==> src/rtl/dump_pkg.sv <==
// Shared definitions for the architectural-state dumper.
//
// Contents:
//   DEFAULT_XLEN  default data word width
//   TAG_*         out_tag values: register beat, memory beat, checksum beat
//   dump_state_e  FSM state encoding for arch_state_dumper
//
// Optional feature macro: DUMP_CHECKSUM_EN adds the ST_CSUM state.
package dump_pkg;

  localparam int DEFAULT_XLEN = 32;

  localparam logic [1:0] TAG_REG  = 2'd0;
  localparam logic [1:0] TAG_MEM  = 2'd1;
  localparam logic [1:0] TAG_CSUM = 2'd2;

  typedef enum logic [2:0] {
    ST_IDLE = 3'd0,
    ST_HALT = 3'd1,
    ST_REG  = 3'd2,
    ST_MEM  = 3'd3,
`ifdef DUMP_CHECKSUM_EN
    ST_CSUM = 3'd4,
`endif
    ST_FIN  = 3'd5
  } dump_state_e;

endpackage

==> src/rtl/arch_state_dumper_if.sv <==
// Valid/ready beat stream carrying the architectural-state dump.
//
// Signals:
//   out_valid  beat valid (producer)
//   out_ready  consumer accepts beat (consumer)
//   out_data   beat payload, XLEN bits
//   out_tag    0 = register, 1 = memory, 2 = checksum
//   out_idx    register number / memory word index (0 for checksum)
//   out_last   final beat of the dump
//
// Modports: master = producer (dumper), slave = consumer.
interface arch_state_dumper_if
  import dump_pkg::*;
#(
  parameter int XLEN  = DEFAULT_XLEN,
  parameter int IDX_W = 8
);

  logic             out_valid;
  logic             out_ready;
  logic [XLEN-1:0]  out_data;
  logic [1:0]       out_tag;
  logic [IDX_W-1:0] out_idx;
  logic             out_last;

  modport master (
    output out_valid, out_data, out_tag, out_idx, out_last,
    input  out_ready
  );

  modport slave (
    input  out_valid, out_data, out_tag, out_idx, out_last,
    output out_ready
  );

endinterface

==> src/rtl/dump_out_stage.sv <==
// Registered valid/ready output stage for a tagged beat stream.
//
// Ports:
//   clk, rst   clock, synchronous active-high reset
//   load       capture in_* this cycle (caller only asserts it while can_load)
//   in_data    payload to capture
//   in_tag     tag to capture
//   in_idx     index to capture
//   in_last    last-beat flag to capture
//   can_load   register is empty or is being drained this cycle
//   out_if     stream master driven from the registers
//
// While a beat is valid and not accepted the registers hold unchanged.
module dump_out_stage
  import dump_pkg::*;
#(
  parameter int XLEN  = DEFAULT_XLEN,
  parameter int IDX_W = 8
) (
  input  logic                clk,
  input  logic                rst,
  input  logic                load,
  input  logic [XLEN-1:0]     in_data,
  input  logic [1:0]          in_tag,
  input  logic [IDX_W-1:0]    in_idx,
  input  logic                in_last,
  output logic                can_load,
  arch_state_dumper_if.master out_if
);

  logic             valid_q, valid_d;
  logic [XLEN-1:0]  data_q, data_d;
  logic [1:0]       tag_q, tag_d;
  logic [IDX_W-1:0] idx_q, idx_d;
  logic             last_q, last_d;

  assign can_load = !valid_q || out_if.out_ready;

  // A new beat replaces the current one when requested; otherwise an
  // accepted beat simply empties the register and the payload is kept.
  always_comb begin
    valid_d = valid_q;
    data_d  = data_q;
    tag_d   = tag_q;
    idx_d   = idx_q;
    last_d  = last_q;
    if (load) begin
      valid_d = 1'b1;
      data_d  = in_data;
      tag_d   = in_tag;
      idx_d   = in_idx;
      last_d  = in_last;
    end else if (out_if.out_ready) begin
      valid_d = 1'b0;
    end
  end

  // Output registers, all cleared by reset.
  always_ff @(posedge clk) begin
    if (rst) begin
      valid_q <= 1'b0;
      data_q  <= '0;
      tag_q   <= TAG_REG;
      idx_q   <= '0;
      last_q  <= 1'b0;
    end else begin
      valid_q <= valid_d;
      data_q  <= data_d;
      tag_q   <= tag_d;
      idx_q   <= idx_d;
      last_q  <= last_d;
    end
  end

  assign out_if.out_valid = valid_q;
  assign out_if.out_data  = data_q;
  assign out_if.out_tag   = tag_q;
  assign out_if.out_idx   = idx_q;
  assign out_if.out_last  = last_q;

endmodule

==> src/rtl/arch_state_dumper.sv <==
// Architectural-state dumper: halts the CPU, then streams register file
// x0..x(NUM_REGS-1) followed by data memory words 0..DMEM_WORDS-1.
//
// Ports:
//   clk, rst   clock, synchronous active-high reset
//   start      one-cycle dump request, honoured only when idle
//   busy       dump in progress
//   done       one-cycle pulse after the final beat is accepted
//   cpu_halt   freezes the CPU while high
//   rf_raddr   RF debug read address;   rf_rdata combinational RF data
//   dm_raddr   DMEM debug word address; dm_rdata combinational DMEM data
//   dump_out   beat stream (valid/ready, data, tag, idx, last)
//
// Optional feature macro DUMP_CHECKSUM_EN: append a beat carrying the
// mod-2^XLEN sum of all payloads; otherwise the last memory beat ends the dump.
module arch_state_dumper
  import dump_pkg::*;
#(
  parameter int XLEN       = DEFAULT_XLEN,
  parameter int NUM_REGS   = 32,
  parameter int DMEM_WORDS = 32,
  parameter int IDX_W      = 8
) (
  input  logic                clk,
  input  logic                rst,
  input  logic                start,
  output logic                busy,
  output logic                done,
  output logic                cpu_halt,
  output logic [4:0]          rf_raddr,
  input  logic [XLEN-1:0]     rf_rdata,
  output logic [IDX_W-1:0]    dm_raddr,
  input  logic [XLEN-1:0]     dm_rdata,
  arch_state_dumper_if.master dump_out
);

  localparam logic [IDX_W-1:0] LAST_REG = IDX_W'(NUM_REGS - 1);
  localparam logic [IDX_W-1:0] LAST_MEM = IDX_W'(DMEM_WORDS - 1);

  dump_state_e      state_q, state_d;
  logic [IDX_W-1:0] idx_q, idx_d;
  logic             busy_q, busy_d;
  logic             halt_q, halt_d;
  logic             done_q, done_d;
`ifdef DUMP_CHECKSUM_EN
  logic [XLEN-1:0]  sum_q, sum_d;
`endif

  logic             streaming;
  logic             can_load;
  logic             load;
  logic [XLEN-1:0]  beat_data;
  logic [1:0]       beat_tag;
  logic [IDX_W-1:0] beat_idx;
  logic             beat_last;

`ifdef DUMP_CHECKSUM_EN
  assign streaming = (state_q == ST_REG) || (state_q == ST_MEM) || (state_q == ST_CSUM);
`else
  assign streaming = (state_q == ST_REG) || (state_q == ST_MEM);
`endif
  assign load = streaming && can_load;

  assign rf_raddr = (state_q == ST_REG) ? idx_q[4:0] : 5'd0;
  assign dm_raddr = (state_q == ST_MEM) ? idx_q : '0;

  // Next-state logic: the walk index advances only on beats the output
  // stage actually captures, so backpressure just pauses the walk.
  always_comb begin
    state_d   = state_q;
    idx_d     = idx_q;
    busy_d    = busy_q;
    halt_d    = halt_q;
    done_d    = 1'b0;
    beat_data = '0;
    beat_tag  = TAG_REG;
    beat_idx  = idx_q;
    beat_last = 1'b0;
`ifdef DUMP_CHECKSUM_EN
    sum_d     = sum_q;
`endif
    case (state_q)
      ST_IDLE: begin
        if (start) begin
          state_d = ST_HALT;
          busy_d  = 1'b1;
          halt_d  = 1'b1;
        end
      end
      ST_HALT: begin
        idx_d   = '0;
        state_d = ST_REG;
`ifdef DUMP_CHECKSUM_EN
        sum_d   = '0;
`endif
      end
      ST_REG: begin
        beat_data = rf_rdata;
        beat_tag  = TAG_REG;
        if (load) begin
`ifdef DUMP_CHECKSUM_EN
          sum_d = sum_q + rf_rdata;
`endif
          if (idx_q == LAST_REG) begin
            idx_d   = '0;
            state_d = ST_MEM;
          end else begin
            idx_d = idx_q + 1'b1;
          end
        end
      end
      ST_MEM: begin
        beat_data = dm_rdata;
        beat_tag  = TAG_MEM;
`ifndef DUMP_CHECKSUM_EN
        beat_last = (idx_q == LAST_MEM);
`endif
        if (load) begin
`ifdef DUMP_CHECKSUM_EN
          sum_d = sum_q + dm_rdata;
`endif
          if (idx_q == LAST_MEM) begin
            idx_d = '0;
`ifdef DUMP_CHECKSUM_EN
            state_d = ST_CSUM;
`else
            state_d = ST_FIN;
`endif
          end else begin
            idx_d = idx_q + 1'b1;
          end
        end
      end
`ifdef DUMP_CHECKSUM_EN
      ST_CSUM: begin
        beat_data = sum_q;
        beat_tag  = TAG_CSUM;
        beat_idx  = '0;
        beat_last = 1'b1;
        if (load) begin
          state_d = ST_FIN;
        end
      end
`endif
      ST_FIN: begin
        // The final beat is already in the output register; leave once it
        // is accepted, releasing the CPU in the same cycle done pulses.
        if (dump_out.out_valid && dump_out.out_ready) begin
          done_d  = 1'b1;
          busy_d  = 1'b0;
          halt_d  = 1'b0;
          state_d = ST_IDLE;
        end
      end
      default: begin
        state_d = ST_IDLE;
        busy_d  = 1'b0;
        halt_d  = 1'b0;
      end
    endcase
  end

  // FSM state, walk index and registered control outputs.
  always_ff @(posedge clk) begin
    if (rst) begin
      state_q <= ST_IDLE;
      idx_q   <= '0;
      busy_q  <= 1'b0;
      halt_q  <= 1'b0;
      done_q  <= 1'b0;
`ifdef DUMP_CHECKSUM_EN
      sum_q   <= '0;
`endif
    end else begin
      state_q <= state_d;
      idx_q   <= idx_d;
      busy_q  <= busy_d;
      halt_q  <= halt_d;
      done_q  <= done_d;
`ifdef DUMP_CHECKSUM_EN
      sum_q   <= sum_d;
`endif
    end
  end

  assign busy     = busy_q;
  assign cpu_halt = halt_q;
  assign done     = done_q;

  dump_out_stage #(
    .XLEN  (XLEN),
    .IDX_W (IDX_W)
  ) u_out_stage (
    .clk      (clk),
    .rst      (rst),
    .load     (load),
    .in_data  (beat_data),
    .in_tag   (beat_tag),
    .in_idx   (beat_idx),
    .in_last  (beat_last),
    .can_load (can_load),
    .out_if   (dump_out)
  );

endmodule

==> src/flat_wrapper.sv <==
// flat-port wrapper written by rule: the top's interface ports become plain ports
module arch_state_dumper_flat import dump_pkg::*;
#(
  parameter int XLEN       = DEFAULT_XLEN,
  parameter int NUM_REGS   = 32,
  parameter int DMEM_WORDS = 32,
  parameter int IDX_W      = 8
)
  (clk, rst, start, busy, done, cpu_halt, rf_raddr, rf_rdata, dm_raddr, dm_rdata, dump_out_out_valid, dump_out_out_data, dump_out_out_tag, dump_out_out_idx, dump_out_out_last, dump_out_out_ready);
  arch_state_dumper_if #(.XLEN(XLEN), .IDX_W(IDX_W)) dump_out_i ();
  input  logic clk;
  input  logic rst;
  input  logic start;
  output logic busy;
  output logic done;
  output logic cpu_halt;
  output logic [4:0] rf_raddr;
  input  logic [XLEN-1:0] rf_rdata;
  output logic [IDX_W-1:0] dm_raddr;
  input  logic [XLEN-1:0] dm_rdata;
  output wire logic [$bits(dump_out_i.out_valid)-1:0] dump_out_out_valid;
  output wire logic [$bits(dump_out_i.out_data)-1:0] dump_out_out_data;
  output wire logic [$bits(dump_out_i.out_tag)-1:0] dump_out_out_tag;
  output wire logic [$bits(dump_out_i.out_idx)-1:0] dump_out_out_idx;
  output wire logic [$bits(dump_out_i.out_last)-1:0] dump_out_out_last;
  input wire logic [$bits(dump_out_i.out_ready)-1:0] dump_out_out_ready;
  assign dump_out_out_valid = dump_out_i.out_valid;
  assign dump_out_out_data = dump_out_i.out_data;
  assign dump_out_out_tag = dump_out_i.out_tag;
  assign dump_out_out_idx = dump_out_i.out_idx;
  assign dump_out_out_last = dump_out_i.out_last;
  assign dump_out_i.out_ready = dump_out_out_ready;
  arch_state_dumper #(.XLEN(XLEN), .NUM_REGS(NUM_REGS), .DMEM_WORDS(DMEM_WORDS), .IDX_W(IDX_W)) u_core (.clk(clk), .rst(rst), .start(start), .busy(busy), .done(done), .cpu_halt(cpu_halt), .rf_raddr(rf_raddr), .rf_rdata(rf_rdata), .dm_raddr(dm_raddr), .dm_rdata(dm_rdata), .dump_out(dump_out_i));
endmodule
==> config.mk <==
export PLATFORM = sky130hd
export DESIGN_NAME = arch_state_dumper_flat
export DESIGN_NICKNAME = d
export VERILOG_FILES = /design/src/rtl/dump_pkg.sv /design/src/rtl/arch_state_dumper_if.sv /design/src/rtl/dump_out_stage.sv /design/src/rtl/arch_state_dumper.sv /design/src/flat_wrapper.sv
export SDC_FILE = /design/constraint.sdc
export NUM_CORES = 1
export LEC_CHECK = 0
export CAP_MARGIN = 10
export CORE_ASPECT_RATIO = 1.25
export CORE_MARGIN = 2
export CORE_UTILIZATION = 43
export CTS_BUF_LIST = sky130_fd_sc_hd__clkbuf_4
export DETAILED_ROUTE_END_ITERATION = 8
export GPL_TIMING_DRIVEN = 0
export PLACE_DENSITY = 0.87
export SLEW_MARGIN = 30
export SYNTH_ARGS = -nofsm -noshare
export SYNTH_HDL_FRONTEND = slang
export SYNTH_HIERARCHICAL = 1
export SYNTH_SLANG_ARGS = --single-unit
==> constraint.sdc <==
create_clock -name clk -period 2.2 [get_ports clk]
set_clock_uncertainty 0.1 [all_clocks]
set_input_delay 0.44 -clock clk [delete_from_list [all_inputs] [get_ports clk]]
set_output_delay 0.44 -clock clk [all_outputs]
set_load 0.01 [all_outputs]
# Yosys cells after proc, flatten, opt, wreduce, memory -nomap -nowiden
# Cells that the tools add are included.
[classes] bitwise=2 addsub=1 eq_ne=12 n_reduce_logical=14 muxes=21
[op_table] op="$pmux W32 S2" count=1
[op_table] op="$mux W8" count=3
[op_table] op="$mux W3" count=6
[op_table] op="$pmux W8 S2" count=1
[op_table] op="$pmux W3 S5" count=1
[op_table] op="$add A8 B1 Y8 const B" count=1
[op_table] op="$eq A8 B5 Y1 const B" count=1
[op_table] op="$ne A2 B1 Y1 const B" count=4
[op_table] op="$mux W1" count=7
[op_table] op="$eq A3 B2 Y1 const B" count=2
[op_table] op="$ne A2 B2 Y1 const B" count=3
[op_table] op="$reduce_and A6 Y1" count=1
[op_table] op="$mux W5" count=1
[op_table] op="$reduce_bool A2 Y1" count=2
[op_table] op="$reduce_or A2 Y1" count=2
[op_table] op="$eq A3 B1 Y1 const B" count=1
[op_table] op="$eq A3 B3 Y1 const B" count=1
[op_table] op="$logic_not A3 Y1" count=1
[op_table] op="$pmux W1 S3" count=1
[op_table] op="$reduce_and A3 Y1" count=1
[op_table] op="$reduce_or A3 Y1" count=1
[op_table] op="$logic_and A1 B1 Y1" count=2
[op_table] op="$logic_or A1 B1 Y1" count=2
[op_table] op="$not A1 Y1" count=2
[op_table] op="other kinds (2)" count=2
[totals] elab_cells=59 inputBits=68 regBits=57

# Logic depth before layout (Yosys ltp)
[depth] word_depth=5 depth_mapped=7 ltp_nobuf=6

# Hierarchy
# Netlist, hierarchy kept.
[by_module_without_submodules] module="dump_out_stage" cells_each=143 n_inst=1 seq_area_each_um2=880.8 area_each_um2=1600.3
[by_module_without_submodules] module="arch_state_dumper" cells_each=166 n_inst=1 seq_area_each_um2=260.2 area_each_um2=1214.9

# Worst setup path before layout
# OpenSTA, ideal clock, no wires.
[synth_path] path_type="input to register" startpoint="input dump_out_out_ready" endpoint="register u_core.idx_q[7], in the netlist u_core/beat_idx[7]" setup_slack_ps=396 required_ps=2028 arrival_time_ps=1632 setup_time_ps=72 path_stages=5 cell_sequence="nand2b_1 mux2i_1 or2_4 or4_1 a21oi_1"
[synth_between] elab_chain_len=4
[synth_rtl] element="start: declaration" line_no="flat_wrapper.sv:26" text="input wire logic [$bits(dump_out_i.out_ready)-1:0] dump_out_out_ready;"
[synth_rtl] element="$logic_or A1 B1 Y1" line_no="dump_out_stage.sv:37" text="assign can_load = !valid_q || out_if.out_ready;"
[synth_rtl] element="$logic_and A1 B1 Y1" line_no="arch_state_dumper.sv:62" text="assign load = streaming && can_load;"
[synth_rtl] element="$ne A2 B1 Y1 (no source line)"
[synth_rtl] element="$reduce_and A2 Y1 (no source line)"
[synth_rtl] element="end signal: assignment" line_no="arch_state_dumper.sv:176" text="idx_q <= idx_d;"
[synth_rtl] element="end: declaration" line_no="arch_state_dumper.sv:41" text="logic [IDX_W-1:0] idx_q, idx_d;"
# No other way between the ends.
# A chain may end at the register's enable or synchronous reset.

# Worst setup path in the final report
[layout_path] startpoint="register u_core.state_q[1]" endpoint="output rf_raddr[2]"
[layout_between] elab_chain_len=2
[layout_rtl] element="start: declaration" line_no="arch_state_dumper.sv:40" text="dump_state_e state_q, state_d;"
[layout_rtl] element="start signal: assignment" line_no="arch_state_dumper.sv:175" text="state_q <= state_d;"
[layout_rtl] element="$eq A3 B2 Y1" line_no="arch_state_dumper.sv:64" text="assign rf_raddr = (state_q == ST_REG) ? idx_q[4:0] : 5'd0;"
[layout_rtl] element="$mux W5" line_no="arch_state_dumper.sv:64"
[layout_rtl] element="end: declaration" line_no="flat_wrapper.sv:17" text="output logic [4:0] rf_raddr;"
# No other way between the ends.

==> metrics.txt <==
crit share post-route 97.4%; yosys warns 6; port buffer count 127; TritonCTS clock tree done; TritonRoute pass-1 iters 4; number of max-cap violations 0; Startpoint Class flop; pin count of the biggest net entering global routing 11; R2R depth 6; fin nets 518; post-route cell area 0.00435 mm²; sequential-to-total area share from yosys stat 40.5%; Post-DP Area approximately 0.0042 mm²; Die Width 76.4 µm; Hold Crit Depth 2; GR Overflow Total 0; initial drt markers 88; # H-tree levels 3; share of cells above drive strength 1 8.39%; FP Rows 32; minimum clock period ~2.1 ns; Cell Area, Synth roughly 0.0028 mm²; Worst R2R End u_core/u_out_stage/out_if.out_last; clock transition at the registers of the reported paths 0.10 ns; diode count 0; final hold violations 0; Vias 2649; Root Driver clkbuf_4; DR WL/cell 14.1 µm; final setup fails 0; R2R Path Start u_core/beat_idx[0]; cell count after synthesis about 310; Sink Count between 50 and 60; Final Max Tran Viols 0; Synth Register Bits 57; GP Congestion a little over 0.8; Setup TNS 0 ns; Die Ht 94.5 µm; Slew headroom between 60% and 70%; Initial Util between 40% and 50%; post-detailed-route count of antenna-violating nets 0; Worst VDD drop 416 µV; Via-to-Cell Ratio 4.92; initial antenna violation count 0; Post-route DRC 0; worst reg2reg setup slack roughly 0.31 ns; CTS Buf Count 9; Req. time, crit path between 1.5 and 2 ns; IO Count 128; Setup WS post-layout 0.0568 ns; Area growth syn-to-layout 54.4%; Synth cell types 35; Avg Cell Area, Syn 9.11 µm²; Critical Path Sink Type primary output; worst-margin pin slew roughly 0.48 ns; crit path to rf_raddr[2]; status complete, no violations; first-pass GRT wire length 12200 µm; GRT Total Usage 21.3%; core area 0.00625 mm²; leakage power 1.66 nW; fillcell total 508; Max Freq 467 MHz; CTS max path bufs 2; CP Launch Point u_core/state_q[1]; Cell Pwr Density 488 mW/mm²; vias in the first global route 2685; Layout Utilization 69.6%; pre-CTS setup slack -0.363 ns; worst min-delay path category reg2reg; cts-stage hold buffer count 0; dpl hpwl just under 6000 µm; arrival time worst endpoint 1.60 ns; Syn Nets between 300 and 400; CP max FO 6; CP Class reg2out; overall power 2.12 mW; Post-Route WL ~7600 µm; Worst-Skew Late Latency 0.39 ns; Die ar. 0.00721 mm²
-- worst min path at each step --
| stage | from | to | slack [ns] |
|---|---|---|---|
| after floorplan | u_core/beat_idx[7] | u_core/beat_idx[7] | 0.37 |
| after global placement | u_core/u_out_stage/out_if.out_data[9] | u_core/u_out_stage/out_if.out_data[9] | 0.37 |
| after detailed placement | u_core/u_out_stage/out_if.out_idx[2] | u_core/u_out_stage/out_if.out_idx[2] | 0.38 |
| after CTS | u_core/u_out_stage/out_if.out_idx[2] | u_core/u_out_stage/out_if.out_idx[2] | 0.40 |
| after global routing | u_core/u_out_stage/out_if.out_idx[2] | u_core/u_out_stage/out_if.out_idx[2] | 0.43 |
| final | u_core/u_out_stage/out_if.out_idx[2] | u_core/u_out_stage/out_if.out_idx[2] | 0.40 |
-- Yosys cell counts --
| cell type | number | area, µm² |
|---|---|---|
| a21o_1 | 1 | 7.51 |
| a21oi_1 | 8 | 40.0 |
| a31oi_1 | 1 | 6.26 |
| a41oi_1 | 2 | 17.5 |
| and2_1 | 8 | 50.1 |
| and3_1 | 8 | 50.1 |
| buf_12 | 4 | 80.1 |
| buf_2 | 5 | 25.0 |
| buf_4 | 1 | 7.51 |
| buf_6 | 1 | 11.3 |
| clkbuf_1 | 11 | 41.3 |
| conb_1 | 1 | 3.75 |
| dfxtp_1 | 57 | 1140 |
| ha_1 | 1 | 12.5 |
| inv_1 | 2 | 7.51 |
| mux2i_1 | 76 | 761 |
| nand2_1 | 7 | 26.3 |
| nand2b_1 | 2 | 12.5 |
| nand3_1 | 4 | 20.0 |
| nand4_1 | 2 | 12.5 |
| nand4b_1 | 1 | 8.76 |
| nor2_1 | 84 | 315 |
| nor2b_1 | 2 | 12.5 |
| nor3_1 | 1 | 5.00 |
| nor3b_1 | 1 | 7.51 |
| nor4_1 | 1 | 6.26 |
| nor4b_1 | 2 | 17.5 |
| o21ai_0 | 3 | 15.0 |
| o31ai_1 | 1 | 7.51 |
| or2_2 | 1 | 6.26 |
| or2_4 | 1 | 8.76 |
| or2b_1 | 1 | 7.51 |
| or3_1 | 2 | 12.5 |
| or4_1 | 1 | 7.51 |
| xnor2_1 | 5 | 43.8 |
-- where the power goes --
group | switching [mW] | total (mW) | internal [mW] | leakage, nW
combinational | 0.203 | 0.482 | 0.279 | 1.14
clock | 0.358 | 0.567 | 0.209 | 0.0578
sequential | 0.0189 | 1.07 | 1.05 | 0.462
total | 0.579 | 2.12 | 1.54 | 1.66
-- stage by stage --
| step | std cells | hold slack, ns |
|---|---|---|
| floorplan | 309 | 0.373 |
| global placement | 521 | 0.371 |
| detailed placement | 521 | 0.378 |
| CTS | 535 | 0.402 |
| global route | 538 | 0.431 |
| finish | 538 | 0.397 |
-- critical path, stage by stage, from the launching register on --
cell           delay, ns
dfxtp_4             0.39
or2b_4              0.30
nor2_4              0.14
and2_1              0.12
dlygate4sd2_1       0.26
-- cells by family (layout without fill, tap and decap cells) --
logic type	after synthesis	after routing	synth area share, %
flops	57	57	40.5
other cells	1	1	0.133
simple gates	129	129	20.8
fa+ha+maj	1	1	0.444
buf+inv	24	168	6.13
mux	76	76	27.0
xor+xnor	5	5	1.56
compound gates	16	16	3.33
-- routing by layer --
metal / GRT usage [%] / wire length (µm)
met5: 0 / 0
met4: 10.5 / 210
met3: 6.88 / 515
met1: 20.4 / 2880
met2: 41.2 / 3990
-- placed cells by master, fill, tap and decap left out, types with 2 or more instances in the layout --
| cell type | synthesis | layout |
|---|---|---|
| or3_1 | 2 | 2 |
| o21ai_0 | 3 | 2 |
| nand2b_1 | 2 | 2 |
| buf_12 | 4 | 4 |
| buf_4 | 1 | 4 |
| a41oi_1 | 2 | 2 |
| nor2_1 | 84 | 83 |
| nand4_1 | 2 | 2 |
| nand3_1 | 4 | 4 |
| clkbuf_8 | 0 | 3 |
| clkbuf_4 | 0 | 9 |
| inv_1 | 2 | 2 |
| buf_2 | 5 | 5 |
| clkinv_2 | 0 | 3 |
| mux2i_1 | 76 | 75 |
| a21oi_1 | 8 | 8 |
| dfxtp_1 | 57 | 55 |
| nor4b_1 | 2 | 2 |
| clkdlybuf4s50_1 | 0 | 114 |
| and3_1 | 8 | 8 |
| and2_1 | 8 | 8 |
| clkinv_1 | 0 | 3 |
| nand2_1 | 7 | 7 |
| xnor2_1 | 5 | 5 |
| dlygate4sd2_1 | 0 | 10 |
| clkbuf_1 | 11 | 7 |
| clkdlybuf4s15_1 | 0 | 2 |
-- state kept, by name, indices dropped and copies added (netlist names) --
signal	count
u_core/u_out_stage/out_if.out_data	32
u_core/beat_idx	8
u_core/u_out_stage/out_if.out_idx	8
u_core/state_q	3
u_core/u_out_stage/out_if.out_tag	2
u_core/cpu_halt	1
u_core/done	1
u_core/u_out_stage/out_if.out_last	1
u_core/u_out_stage/out_if.out_valid	1
-- what timing repair did --
action	4_1_cts	5_1_grt
hold endpoints to repair	0	0
pin swaps	1	0
setup endpoints to repair	13	10
buffers inserted	0	3
gates resized for setup	30	6
-- cell type report --
cell class	count	area, µm²	area share [%]
multi-input combinational	228	1520	35.1
timing repair buffer	130	1280	29.4
sequential	57	1150	26.4
buffer	21	191	4.41
tap	85	106	2.45
clock buffer	9	67.6	1.55
clock inverter	6	26.3	0.605
inverter	2	7.51	0.173
(Power assumes the default switching activity.)
